$ cat src/rtl/uart_pkg.sv
// Shared register map, STATUS/CTRL bit positions and FSM state encodings for the MMIO UART.
// Pure declarations: no logic, so no latency or backpressure of its own.
package uart_pkg;

    localparam logic [2:0] REG_DATA   = 3'd0;
    localparam logic [2:0] REG_STATUS = 3'd1;
    localparam logic [2:0] REG_DVSR   = 3'd2;
    localparam logic [2:0] REG_CTRL   = 3'd3;

    localparam int ST_TX_FULL   = 0;
    localparam int ST_TX_EMPTY  = 1;
    localparam int ST_RX_FULL   = 2;
    localparam int ST_RX_EMPTY  = 3;
    localparam int ST_TX_BUSY   = 4;
    localparam int ST_OVERRUN   = 5;
    localparam int ST_FRAME_ERR = 6;

    localparam int CTRL_TX_EN      = 0;
    localparam int CTRL_RX_EN      = 1;
    localparam int CTRL_IRQ_RX_EN  = 2;
    localparam int CTRL_IRQ_TXE_EN = 3;

    typedef logic [1:0] tx_state_e;
    localparam tx_state_e TX_IDLE  = 2'd0;
    localparam tx_state_e TX_START = 2'd1;
    localparam tx_state_e TX_DATA  = 2'd2;
    localparam tx_state_e TX_STOP  = 2'd3;

    typedef logic [1:0] rx_state_e;
    localparam rx_state_e RX_IDLE  = 2'd0;
    localparam rx_state_e RX_START = 2'd1;
    localparam rx_state_e RX_DATA  = 2'd2;
    localparam rx_state_e RX_STOP  = 2'd3;

endpackage

$ cat src/rtl/uart_mmio_periph_if.sv
// Data-memory bus port of the UART: one-cycle read/write strobes, combinational read data.
// No handshake: every strobe is accepted in the cycle it is presented.
interface uart_mmio_periph_if;
    logic [31:0] cpu_address;
    logic [31:0] cpu_data;
    logic        write_enable;
    logic        read_enable;
    logic [31:0] cpu_rdata;

    modport master (output cpu_address, cpu_data, write_enable, read_enable, input cpu_rdata);
    modport slave  (input cpu_address, cpu_data, write_enable, read_enable, output cpu_rdata);
endinterface

$ cat src/rtl/uart_fifo.sv
// Show-ahead FIFO with wrap-bit pointers; head is valid combinationally whenever !empty.
// Push to a full FIFO is dropped unless a pop frees the slot in the same cycle; pop on empty is ignored.
module uart_fifo #(
    parameter int WIDTH = 8,
    parameter int DEPTH = 16
) (
    input  logic             clk,
    input  logic             reset,
    input  logic             push,
    input  logic [WIDTH-1:0] wr_dat,
    input  logic             pop,
    output logic [WIDTH-1:0] head,
    output logic             full,
    output logic             empty
);
    localparam int AW = $clog2(DEPTH);

    logic [AW:0]      wr_ptr_q, wr_ptr_d;
    logic [AW:0]      rd_ptr_q, rd_ptr_d;
    logic [WIDTH-1:0] mem_q [DEPTH];
    logic             do_push, do_pop;

    assign empty = (wr_ptr_q == rd_ptr_q);
    assign full  = (wr_ptr_q[AW] != rd_ptr_q[AW]) && (wr_ptr_q[AW-1:0] == rd_ptr_q[AW-1:0]);
    assign head  = mem_q[rd_ptr_q[AW-1:0]];

    always_comb begin
        do_pop   = pop && !empty;
        do_push  = push && (!full || do_pop);
        wr_ptr_d = wr_ptr_q + {{AW{1'b0}}, do_push};
        rd_ptr_d = rd_ptr_q + {{AW{1'b0}}, do_pop};
    end

    always_ff @(posedge clk or posedge reset) begin
        if (reset) begin
            wr_ptr_q <= '0;
            rd_ptr_q <= '0;
        end else begin
            wr_ptr_q <= wr_ptr_d;
            rd_ptr_q <= rd_ptr_d;
        end
    end

    // Storage needs no reset: empty flags mask stale contents.
    always_ff @(posedge clk) begin
        if (do_push) mem_q[wr_ptr_q[AW-1:0]] <= wr_dat;
    end

endmodule

$ cat src/rtl/uart_mmio_periph.sv
// Memory-mapped full-duplex UART: baud-tick enable, TX/RX FSMs, TX/RX FIFOs, status/control and irq.
// Reads are combinational (0 latency); pushes to a full TX FIFO and RX bytes arriving at a full RX FIFO are dropped.
module uart_mmio_periph
    import uart_pkg::*;
#(
    parameter int DBIT       = 8,
    parameter int SB_TICK    = 16,
    parameter int FIFO_DEPTH = 16,
    parameter int DVSR_W     = 11,
    parameter int DVSR_RST   = 325
) (
    input  logic              clk,
    input  logic              reset,
    uart_mmio_periph_if.slave bus,
    input  logic              rx,
    output logic              tx,
    output logic              irq
);

    logic [2:0] reg_sel;
    logic       wr_data_sel, wr_status_sel, wr_dvsr_sel, wr_ctrl_sel, rd_data_sel;
    logic       unused_bus;

    assign reg_sel       = bus.cpu_address[4:2];
    assign wr_data_sel   = bus.write_enable && (reg_sel == REG_DATA);
    assign wr_status_sel = bus.write_enable && (reg_sel == REG_STATUS);
    assign wr_dvsr_sel   = bus.write_enable && (reg_sel == REG_DVSR);
    assign wr_ctrl_sel   = bus.write_enable && (reg_sel == REG_CTRL);
    assign rd_data_sel   = bus.read_enable  && (reg_sel == REG_DATA);
    assign unused_bus    = ^{bus.cpu_address[31:5], bus.cpu_address[1:0], bus.cpu_data};

    // Configuration and baud tick
    logic [DVSR_W-1:0] dvsr_q, dvsr_d, baud_cnt_q, baud_cnt_d;
    logic [3:0]        ctrl_q, ctrl_d;
    logic              tick;

    assign tick = (baud_cnt_q == dvsr_q);

    always_comb begin
        dvsr_d     = wr_dvsr_sel ? bus.cpu_data[DVSR_W-1:0] : dvsr_q;
        ctrl_d     = wr_ctrl_sel ? bus.cpu_data[3:0] : ctrl_q;
        baud_cnt_d = (tick || wr_dvsr_sel) ? '0 : baud_cnt_q + DVSR_W'(1);
    end

    // FIFOs
    logic            tx_fifo_full, tx_fifo_empty, tx_pop;
    logic            rx_fifo_full, rx_fifo_empty, rx_push;
    logic [DBIT-1:0] tx_head, rx_head;
    logic [DBIT-1:0] rx_b_q, rx_b_d;

    uart_fifo #(.WIDTH(DBIT), .DEPTH(FIFO_DEPTH)) u_tx_fifo (
        .clk    (clk),
        .reset  (reset),
        .push   (wr_data_sel),
        .wr_dat (bus.cpu_data[DBIT-1:0]),
        .pop    (tx_pop),
        .head   (tx_head),
        .full   (tx_fifo_full),
        .empty  (tx_fifo_empty)
    );

    uart_fifo #(.WIDTH(DBIT), .DEPTH(FIFO_DEPTH)) u_rx_fifo (
        .clk    (clk),
        .reset  (reset),
        .push   (rx_push),
        .wr_dat (rx_b_q),
        .pop    (rd_data_sel),
        .head   (rx_head),
        .full   (rx_fifo_full),
        .empty  (rx_fifo_empty)
    );

    // TX FSM: tx_d always carries the line level for the state being entered
    tx_state_e       tx_state_q, tx_state_d;
    logic [4:0]      tx_s_q, tx_s_d;
    logic [2:0]      tx_n_q, tx_n_d;
    logic [DBIT-1:0] tx_b_q, tx_b_d;
    logic            tx_q, tx_d;
    logic            tx_start_ok, tx_busy;

    assign tx_busy = (tx_state_q != TX_IDLE);
    assign tx      = tx_q;

    always_comb begin
        tx_state_d  = tx_state_q;
        tx_s_d      = tx_s_q;
        tx_n_d      = tx_n_q;
        tx_b_d      = tx_b_q;
        tx_d        = tx_q;
        tx_pop      = 1'b0;
        tx_start_ok = ctrl_q[CTRL_TX_EN] && !tx_fifo_empty;
        case (tx_state_q)
            TX_IDLE: begin
                tx_d = 1'b1;
                if (tx_start_ok) begin
                    tx_state_d = TX_START;
                    tx_d       = 1'b0;
                    tx_s_d     = '0;
                    tx_b_d     = tx_head;
                    tx_pop     = 1'b1;
                end
            end
            TX_START: if (tick) begin
                if (tx_s_q == 5'd15) begin
                    tx_state_d = TX_DATA;
                    tx_s_d     = '0;
                    tx_n_d     = '0;
                    tx_d       = tx_b_q[0];
                end else begin
                    tx_s_d = tx_s_q + 5'd1;
                end
            end
            TX_DATA: if (tick) begin
                if (tx_s_q == 5'd15) begin
                    tx_s_d = '0;
                    tx_b_d = tx_b_q >> 1;
                    if (tx_n_q == 3'(DBIT - 1)) begin
                        tx_state_d = TX_STOP;
                        tx_d       = 1'b1;
                    end else begin
                        tx_n_d = tx_n_q + 3'd1;
                        tx_d   = tx_b_q[1];
                    end
                end else begin
                    tx_s_d = tx_s_q + 5'd1;
                end
            end
            TX_STOP: if (tick) begin
                if (tx_s_q == 5'(SB_TICK - 1)) begin
                    tx_s_d = '0;
                    // Chain straight into the next start bit so back-to-back frames have no idle gap
                    if (tx_start_ok) begin
                        tx_state_d = TX_START;
                        tx_d       = 1'b0;
                        tx_b_d     = tx_head;
                        tx_pop     = 1'b1;
                    end else begin
                        tx_state_d = TX_IDLE;
                        tx_d       = 1'b1;
                    end
                end else begin
                    tx_s_d = tx_s_q + 5'd1;
                end
            end
            default: tx_state_d = TX_IDLE;
        endcase
    end

    // RX synchroniser and FSM
    logic       rx_meta_q, rx_meta_d, rx_sync_q, rx_sync_d, rx_prev_q, rx_prev_d;
    rx_state_e  rx_state_q, rx_state_d;
    logic [4:0] rx_s_q, rx_s_d;
    logic [2:0] rx_n_q, rx_n_d;
    logic       overrun_set, frame_err_set;

    always_comb begin
        rx_meta_d     = rx;
        rx_sync_d     = rx_meta_q;
        rx_prev_d     = rx_sync_q;
        rx_state_d    = rx_state_q;
        rx_s_d        = rx_s_q;
        rx_n_d        = rx_n_q;
        rx_b_d        = rx_b_q;
        rx_push       = 1'b0;
        overrun_set   = 1'b0;
        frame_err_set = 1'b0;
        case (rx_state_q)
            RX_IDLE: begin
                if (ctrl_q[CTRL_RX_EN] && rx_prev_q && !rx_sync_q) begin
                    rx_state_d = RX_START;
                    rx_s_d     = '0;
                end
            end
            RX_START: if (tick) begin
                // Mid start bit: a line already back high was a glitch
                if (rx_s_q == 5'd7) begin
                    rx_s_d     = '0;
                    rx_n_d     = '0;
                    rx_state_d = rx_sync_q ? RX_IDLE : RX_DATA;
                end else begin
                    rx_s_d = rx_s_q + 5'd1;
                end
            end
            RX_DATA: if (tick) begin
                if (rx_s_q == 5'd15) begin
                    rx_s_d = '0;
                    rx_b_d = {rx_sync_q, rx_b_q[DBIT-1:1]};
                    if (rx_n_q == 3'(DBIT - 1)) rx_state_d = RX_STOP;
                    else                        rx_n_d     = rx_n_q + 3'd1;
                end else begin
                    rx_s_d = rx_s_q + 5'd1;
                end
            end
            RX_STOP: if (tick) begin
                if (rx_s_q == 5'(SB_TICK - 1)) begin
                    rx_s_d     = '0;
                    rx_state_d = RX_IDLE;
                    if (!rx_sync_q)                       frame_err_set = 1'b1;
                    else if (rx_fifo_full && !rd_data_sel) overrun_set   = 1'b1;
                    else                                   rx_push       = 1'b1;
                end else begin
                    rx_s_d = rx_s_q + 5'd1;
                end
            end
            default: rx_state_d = RX_IDLE;
        endcase
    end

    // Sticky error flags: a set in the same cycle as a W1C wins
    logic overrun_q, overrun_d, frame_err_q, frame_err_d;

    always_comb begin
        overrun_d   = overrun_set |
                      (overrun_q & ~(wr_status_sel & bus.cpu_data[ST_OVERRUN]));
        frame_err_d = frame_err_set |
                      (frame_err_q & ~(wr_status_sel & bus.cpu_data[ST_FRAME_ERR]));
    end

    always_ff @(posedge clk or posedge reset) begin
        if (reset) begin
            dvsr_q      <= DVSR_W'(DVSR_RST);
            ctrl_q      <= 4'b0011;
            baud_cnt_q  <= '0;
            tx_state_q  <= TX_IDLE;
            tx_s_q      <= '0;
            tx_n_q      <= '0;
            tx_b_q      <= '0;
            tx_q        <= 1'b1;
            rx_meta_q   <= 1'b1;
            rx_sync_q   <= 1'b1;
            rx_prev_q   <= 1'b1;
            rx_state_q  <= RX_IDLE;
            rx_s_q      <= '0;
            rx_n_q      <= '0;
            rx_b_q      <= '0;
            overrun_q   <= 1'b0;
            frame_err_q <= 1'b0;
        end else begin
            dvsr_q      <= dvsr_d;
            ctrl_q      <= ctrl_d;
            baud_cnt_q  <= baud_cnt_d;
            tx_state_q  <= tx_state_d;
            tx_s_q      <= tx_s_d;
            tx_n_q      <= tx_n_d;
            tx_b_q      <= tx_b_d;
            tx_q        <= tx_d;
            rx_meta_q   <= rx_meta_d;
            rx_sync_q   <= rx_sync_d;
            rx_prev_q   <= rx_prev_d;
            rx_state_q  <= rx_state_d;
            rx_s_q      <= rx_s_d;
            rx_n_q      <= rx_n_d;
            rx_b_q      <= rx_b_d;
            overrun_q   <= overrun_d;
            frame_err_q <= frame_err_d;
        end
    end

    // Readback
    logic [31:0] status;

    always_comb begin
        status               = '0;
        status[ST_TX_FULL]   = tx_fifo_full;
        status[ST_TX_EMPTY]  = tx_fifo_empty;
        status[ST_RX_FULL]   = rx_fifo_full;
        status[ST_RX_EMPTY]  = rx_fifo_empty;
        status[ST_TX_BUSY]   = tx_busy;
        status[ST_OVERRUN]   = overrun_q;
        status[ST_FRAME_ERR] = frame_err_q;
    end

    always_comb begin
        bus.cpu_rdata = '0;
        case (reg_sel)
            REG_DATA:   if (!rx_fifo_empty) bus.cpu_rdata = {{(32-DBIT){1'b0}}, rx_head};
            REG_STATUS: bus.cpu_rdata = status;
            REG_DVSR:   bus.cpu_rdata = {{(32-DVSR_W){1'b0}}, dvsr_q};
            REG_CTRL:   bus.cpu_rdata = {28'd0, ctrl_q};
            default:    bus.cpu_rdata = '0;
        endcase
    end

    assign irq = (ctrl_q[CTRL_IRQ_RX_EN]  & ~rx_fifo_empty) |
                 (ctrl_q[CTRL_IRQ_TXE_EN] & tx_fifo_empty & ~tx_busy) |
                 overrun_q | frame_err_q;

endmodule

$ cat src/flat_wrapper.sv
// flat-port wrapper written by rule: the top's interface ports become plain ports
module uart_mmio_periph_flat import uart_pkg::*;
#(
    parameter int DBIT       = 8,
    parameter int SB_TICK    = 16,
    parameter int FIFO_DEPTH = 16,
    parameter int DVSR_W     = 11,
    parameter int DVSR_RST   = 325
)
  (clk, reset, rx, tx, irq, bus_cpu_address, bus_cpu_data, bus_write_enable, bus_read_enable, bus_cpu_rdata);
  uart_mmio_periph_if bus_i ();
  input  logic clk;
  input  logic reset;
  input  logic rx;
  output logic tx;
  output logic irq;
  input wire logic [$bits(bus_i.cpu_address)-1:0] bus_cpu_address;
  input wire logic [$bits(bus_i.cpu_data)-1:0] bus_cpu_data;
  input wire logic [$bits(bus_i.write_enable)-1:0] bus_write_enable;
  input wire logic [$bits(bus_i.read_enable)-1:0] bus_read_enable;
  output wire logic [$bits(bus_i.cpu_rdata)-1:0] bus_cpu_rdata;
  assign bus_i.cpu_address = bus_cpu_address;
  assign bus_i.cpu_data = bus_cpu_data;
  assign bus_i.write_enable = bus_write_enable;
  assign bus_i.read_enable = bus_read_enable;
  assign bus_cpu_rdata = bus_i.cpu_rdata;
  uart_mmio_periph #(.DBIT(DBIT), .SB_TICK(SB_TICK), .FIFO_DEPTH(FIFO_DEPTH), .DVSR_W(DVSR_W), .DVSR_RST(DVSR_RST)) u_core (.clk(clk), .reset(reset), .bus(bus_i), .rx(rx), .tx(tx), .irq(irq));
endmodule
$ cat config.mk
export PLATFORM = sky130hd
export DESIGN_NAME = uart_mmio_periph_flat
export DESIGN_NICKNAME = d
export VERILOG_FILES = /design/src/rtl/uart_pkg.sv /design/src/rtl/uart_mmio_periph_if.sv /design/src/rtl/uart_fifo.sv /design/src/rtl/uart_mmio_periph.sv /design/src/flat_wrapper.sv
export SDC_FILE = /design/constraint.sdc
export NUM_CORES = 1
export LEC_CHECK = 0
export ABC_AREA = 1
export CORE_UTILIZATION = 50
export CTS_CLUSTER_SIZE = 20
export DETAILED_ROUTE_END_ITERATION = 10
export PLACE_DENSITY = 0.69
export SETUP_SLACK_MARGIN = 0.1
export SLEW_MARGIN = 20
export SYNTH_ARGS = -nofsm -noshare
export SYNTH_HDL_FRONTEND = slang
export SYNTH_SLANG_ARGS = --single-unit
$ cat constraint.sdc
create_clock -name clk -period 3.9 [get_ports clk]
set_clock_uncertainty 0.05 [all_clocks]
set_input_delay 0.78 -clock clk [delete_from_list [all_inputs] [get_ports clk]]
set_output_delay 0.78 -clock clk [all_outputs]
set_load 0.05 [all_outputs]
Yosys cells after proc, flatten, opt, wreduce, memory -nomap -nowiden
Memories as Yosys holds them, arrays and structs flattened.
Index checks and enable logic that the tools add are counted.
- $add $sub $neg: 9
- equality and inequality tests: 41
- mux-type cells: 82
- bitwise logic cells: 16
- reductions and logical operators: 42
- operators with widths (kind ; count):
    $mux 8 ; 6
    $pmux 11 s4 ; 1
    $mux 5 ; 8
    $ne 2x1->1 const B ; 18
    $mux 2 ; 17
    $mux 1 ; 30
    $mux 3 ; 10
    $pmux 8 s3 ; 1
    $add 5x1->5 ; 4
    $reduce_and 6->1 ; 3
    $pmux 2 s4 ; 2
    $reduce_and 8->1 ; 2
    $logic_and 1x1->1 ; 15
    $pmux 5 s3 ; 1
    $pmux 3 s2 ; 2
    $add 11x1->11 const B ; 1
    $eq 11x11->1 ; 1
    $mux 11 ; 1
    $add 5x1->5 const B ; 2
    $eq 5x4->1 const B ; 2
    $eq 5x5->1 ; 2
    $pmux 5 s2 ; 1
    $eq 2x2->1 const B ; 4
    $eq 4x4->1 ; 2
    other kinds (24) ; 54
- register bits: 88
- memory bits (writable): 256
- input bits: 69
- output and inout bits: 34
- word-level logic and storage cells: 213
- memories: 2
- memory list (name ; depth ; bits a word ; rd ports ; clocked after memory_dff ; write ports ; line ; text):
    u_core.u_rx_fifo.mem_q ; 16 ; 8 ; 1 ; 0 ; 1 ; uart_fifo.sv:20 ; logic [WIDTH-1:0] mem_q [DEPTH];
    u_core.u_tx_fifo.mem_q ; 16 ; 8 ; 1 ; 0 ; 1 ; uart_fifo.sv:20 ;

Logic depth before layout (Yosys ltp)
- depth in word-level cells: 12
- depth in mapped cells: 17
- mapped depth without buffers: 16

Hierarchy
A second synthesis with hierarchy kept.
- cells, all modules: 1552
- area, all modules: 15582.4 µm²
- by module, submodules not included (module ; instances ; cells each ; area each (µm²) ; sequential area each (µm²)):
    uart_fifo (u_core.u_rx_fifo) ; 1 ; 502 ; 5795.6 ; 4093.9
    uart_fifo (u_core.u_tx_fifo) ; 1 ; 528 ; 5790.6 ; 4093.9
    uart_mmio_periph ; 1 ; 522 ; 3996.3 ; 1714.1

Worst setup path after synthesis
Ideal clock, no wire load.
- path type: input-to-output
- start: input bus_cpu_address[3]
- end: output bus_cpu_rdata[7]
- data arrival time: 2.313 ns
- required time: 3.070 ns
- setup slack: 0.757 ns
- cell stages on the path: 4
- path buffers: 0
- cells stage by stage: inv_1 > nor2_1 > nand2_1 > o21ai_0
- word-level cells in the longest chain between the ends: 2
- elaborated cells between the ends (all ways): 5
- those cells by class: eq/ne: 3; mux: 1; reduce/logical: 1
- RTL lines (item ; line ; text):
    start: declaration ; flat_wrapper.sv:17 ; input wire logic [$bits(bus_i.cpu_address)-1:0] bus_cpu_address;
    $eq 3x2->1 (tied with other cells) ; uart_mmio_periph.sv:275 ; case (reg_sel)
    $pmux 11 s4 (*) ; uart_mmio_periph.sv:275 ;
    end: declaration ; flat_wrapper.sv:21 ; output wire logic [$bits(bus_i.cpu_rdata)-1:0] bus_cpu_rdata;
Every way passes the cells marked *; elsewhere a longest branch is shown, timed or not.

Worst setup path in the final report
- start: register u_core.u_rx_fifo.rd_ptr_q[0]
- end: output bus_cpu_rdata[7]
- word-level cells in the longest chain between the ends: 3
- elaborated cells between the ends (all ways): 4
- those cells by class: eq/ne: 1; mux: 2; memory: 1
- RTL lines (item ; line ; text):
    start: declaration ; uart_fifo.sv:19 ; logic [AW:0] rd_ptr_q, rd_ptr_d;
    start signal: assignment ; uart_fifo.sv:40 ; rd_ptr_q <= rd_ptr_d;
    $mem_v2 16x8 / $eq 5x5->1 (equally long branches) ; - ;
    $mux 8 (*) ; uart_mmio_periph.sv:276 ; REG_DATA: if (!rx_fifo_empty) bus.cpu_rdata = {{(32-DBIT){1'b0}}, rx_head};
    $pmux 11 s4 (*) ; uart_mmio_periph.sv:275 ;
Marked as above.

==> flow_metrics.env <==
export IMPL_critPathMostFrequentCell="nand2_1"
export IMPL_design_area_mm2=0.0168
export IMPL_ctsLongestPathBuffers=3
export IMPL_hpwlAfterDp_um=20400
export IMPL_drive_above_1_share=0.0785
export IMPL_worstPathMaxFanout=66
export IMPL_io_pins=103
export IMPL_antenna_left=0
export IMPL_p_leak_nw=6.88
export IMPL_synth_seq_cells=344
export IMPL_cp_slowest_stage_delay_ns=0.42
export IMPL_grt_overflow_total=0
export IMPL_slew_violations=0
export IMPL_layout_commonest_cell="nor2_1"
export IMPL_instances_no_fill=1867
export IMPL_crit_family="buffers and inverters"
export IMPL_htreeDepth=2
export IMPL_cts_buffers_inserted=36
export IMPL_rsz0062_at_grt="false"
export IMPL_fmax_ghz=0.287
export IMPL_post_synth_cell_area_avg_um2=10.6
export IMPL_core_mm2=0.0296
export IMPL_async_flop_share=0.256
export IMPL_die_y_um=176
export IMPL_die_width_um=176
export IMPL_fin_util=0.568
export IMPL_grt_pass1_wl_um=51900
export IMPL_grt_use_total=0.217
export IMPL_worstMarginPinSlew_ns=0.932
export IMPL_die_area_mm2=0.0309
export IMPL_finalHoldViolCount=0
export IMPL_setup_viol_count_final=0
export IMPL_place_area_mm2=0.0157
export IMPL_drt_iter0_drc=850
export IMPL_cp_arrival_ns=2.65
export IMPL_netlist_instances=1420
export IMPL_antenna_found_initial=0
export IMPL_hp_class="register to register"
export IMPL_gp_congestion=0.854
export IMPL_fillers=2490
export IMPL_wl_met2_um=15100
export IMPL_via_count=10200
export IMPL_place_inst=1805
export IMPL_grt_pass1_vias=9748
export IMPL_syn_area_mm2=0.0151
export IMPL_fin_tns_setup_ns=0
export IMPL_area_growth_pct=11.4
export IMPL_critPathLaunchType="register"
export IMPL_clkTransAtPathRegs_ns=0.06
export IMPL_cts_tree="built"
export IMPL_ys_seq_area_frac=0.656
export IMPL_mostFrequentLayoutCells="nor2_1 (262), edfxtp_1 (256), nand2_1 (233), o21ai_0 (158), nand3_1 (86)"
export IMPL_run_status="complete, no violations"
export IMPL_cts_setup_buffers=0
export IMPL_final_min_clock_period_ns=3.48
export IMPL_path_buf_inv=3
export IMPL_portBuffers=31
export IMPL_endpoint_kind="output pin"
export IMPL_cap_violations=0
export IMPL_grt_max_degree=70
export IMPL_ir_drop_mv=0.366
export IMPL_relSlewSlack=0.378
export IMPL_fin_ws_ns=0.417
export IMPL_cts_sinks=344
export IMPL_row_count=63
export IMPL_cts_root_buffer="clkbuf_16"
export IMPL_wl_met3_um=2170
export IMPL_wl_um=32500
export IMPL_wl_met1_um=14500
export IMPL_yosysWarnings=0
export IMPL_nets=1544
export IMPL_clk_latency_ns=0.52
export IMPL_crit_type="register to output pin"
export IMPL_worst_ep_required_time_ns=3.07
export IMPL_p_per_area_mw_per_mm2=624
export IMPL_vias_per_cell=5.44
export IMPL_drc_errors=0
export IMPL_synthFlopType="edfxtp_1"
export IMPL_ys_types=47
export IMPL_period_share=0.893
export IMPL_drt_wirelength_per_cell_um=17.4
export IMPL_cp_slowest_cell="buf_6"
export IMPL_top_layer="met4"
export IMPL_num_antenna_cells=0
export IMPL_cp_cell_sequence="buf_6 -> xor2_1 -> nor2_1 -> and2_1 -> nand2_1 -> nand2_1 -> inv_1 -> nand2_1 -> o21ai_0 -> buf_4"
export IMPL_dp_slack_ns=0.565
export IMPL_synth_edf_count=256
export IMPL_start_util=0.509
export IMPL_dr_pass1_iters=5
## cell families after synthesis
logic type                 Yosys count  synth area share
other                                1          0.000248
adders and majority gates           22            0.0182
xor gates and xnor gates            26            0.0151
AOI/OAI and AO/OA                  246            0.0920
buffers and inverters              167            0.0500
muxes                                2           0.00133
and+or+nand+nor                    612             0.167
DFF                                344             0.656
## flip-flops by register name (all words and copies together) (netlist names), 2 cells and up, named ones only
| signal | count |
|---|---|
| u_core.rx_s_q | 5 |
| u_core.tx_n_q | 3 |
| u_core.u_tx_fifo.mem_q | 128 |
| u_core.u_tx_fifo.wr_ptr_q | 5 |
| u_core.dvsr_q | 11 |
| u_core.u_tx_fifo.rd_ptr_q | 5 |
| u_core.ctrl_q | 4 |
| u_core.tx_s_q | 5 |
| u_core.rx_b_q | 8 |
| u_core.baud_cnt_q | 11 |
| u_core.u_rx_fifo.mem_q | 128 |
| u_core.rx_n_q | 3 |
| u_core.tx_state_q | 2 |
| u_core.u_rx_fifo.wr_ptr_q | 5 |
| u_core.u_rx_fifo.rd_ptr_q | 5 |
| u_core.tx_b_q | 8 |
## path summary, 6_finish.rpt
| check | from | slack [ns] | depth (start not counted) | end |
|---|---|---|---|---|
| worst max-delay path | u_core.u_rx_fifo.rd_ptr_q[0] | 0.42 | 10 | bus_cpu_rdata[7] |
| worst min-delay path | u_core.rx_meta_q | 0.30 | 0 | u_core.rx_prev_d |
| worst max register to register | u_core.u_rx_fifo.rd_ptr_q[0] | 0.97 | 9 | u_core.u_rx_fifo.mem_q[1][4] |
| worst min register to register | u_core.rx_meta_q | 0.30 | 0 | u_core.rx_prev_d |
| max in group asynchronous | reset | 2.42 | 3 | u_core.tx |
| min in group asynchronous | reset | 0.64 | 2 | u_core.baud_cnt_q[5] |
## synth_stat cells (2+ instances only)
cell      count  area (um^2)
nor2_4        2         22.5
buf_6         2         22.5
buf_4        22          165
o21bai_1      2         15.0
nor3_1        6         30.0
nand2_1     233          875
o211ai_1     27          203
nor2_1      262          983
edfxtp_1    256         7690
inv_1        82          308
clkinv_1      5         18.8
clkbuf_1     35          131
nand4_1       4         25.0
a32oi_1       2         17.5
a21boi_0      2         15.0
nand2_4       2         22.5
mux2i_1       2         20.0
xor2_1       18          158
nand2_2       3         18.8
nor2_2        2         12.5
a21oi_1      23          115
nor3b_1       3         22.5
nand3_1      86          430
nand3_2       4         40.0
buf_2        16         80.1
o221ai_1      5         43.8
o21ai_0     158          791
dfrtp_1      78         1950
xnor2_1       8         70.1
o22ai_1      20          125
dfstp_2      10          263
ha_1         22          275
inv_2         3         11.3
or2_2         2         12.5
## repair_timing
action,CTS,global route
setup endpoints to repair,0,1
hold buffers,0,0
gates resized for setup,0,3
## metrics by stage
stage / power [mW] / hold slack, ns
6_report: 10.5 / 0.304
5_1_grt: 11.1 / 0.310
4_1_cts: 10.6 / 0.304
3_5_place_dp: 7.39 / 0.297
3_3_place_gp: 7.33 / 0.297
2_1_floorplan: 6.59 / 0.295
## per-layer routing
metal,vias to the layer above,track usage
met2,340,0.349
met3,58,0.0335
li1,4897,-
met5,-,0
met1,4865,0.305
met4,0,0.0674
## power breakdown
| part | internal, mW | leakage (nW) | switching (mW) | total, mW |
|---|---|---|---|---|
| Sequential | 4.13 | 3.75 | 0.202 | 4.33 |
| Combinational | 0.928 | 2.60 | 2.08 | 3.01 |
| Clock | 1.83 | 0.526 | 1.34 | 3.17 |
| Total | 6.88 | 6.88 | 3.62 | 10.5 |
## area by class of cell
| cell class | count | area [um^2] | area share |
|---|---|---|---|
| repair buffers | 52 | 479 | 0.0285 |
| well taps | 390 | 488 | 0.0290 |
| clock buffers | 47 | 972 | 0.0578 |
| flip-flops and latches | 344 | 9900 | 0.589 |
| inverters | 90 | 342 | 0.0203 |
| multi-input cells | 929 | 4520 | 0.269 |
| clock inverters | 15 | 116 | 0.00692 |
(Power assumes the default switching activity.)
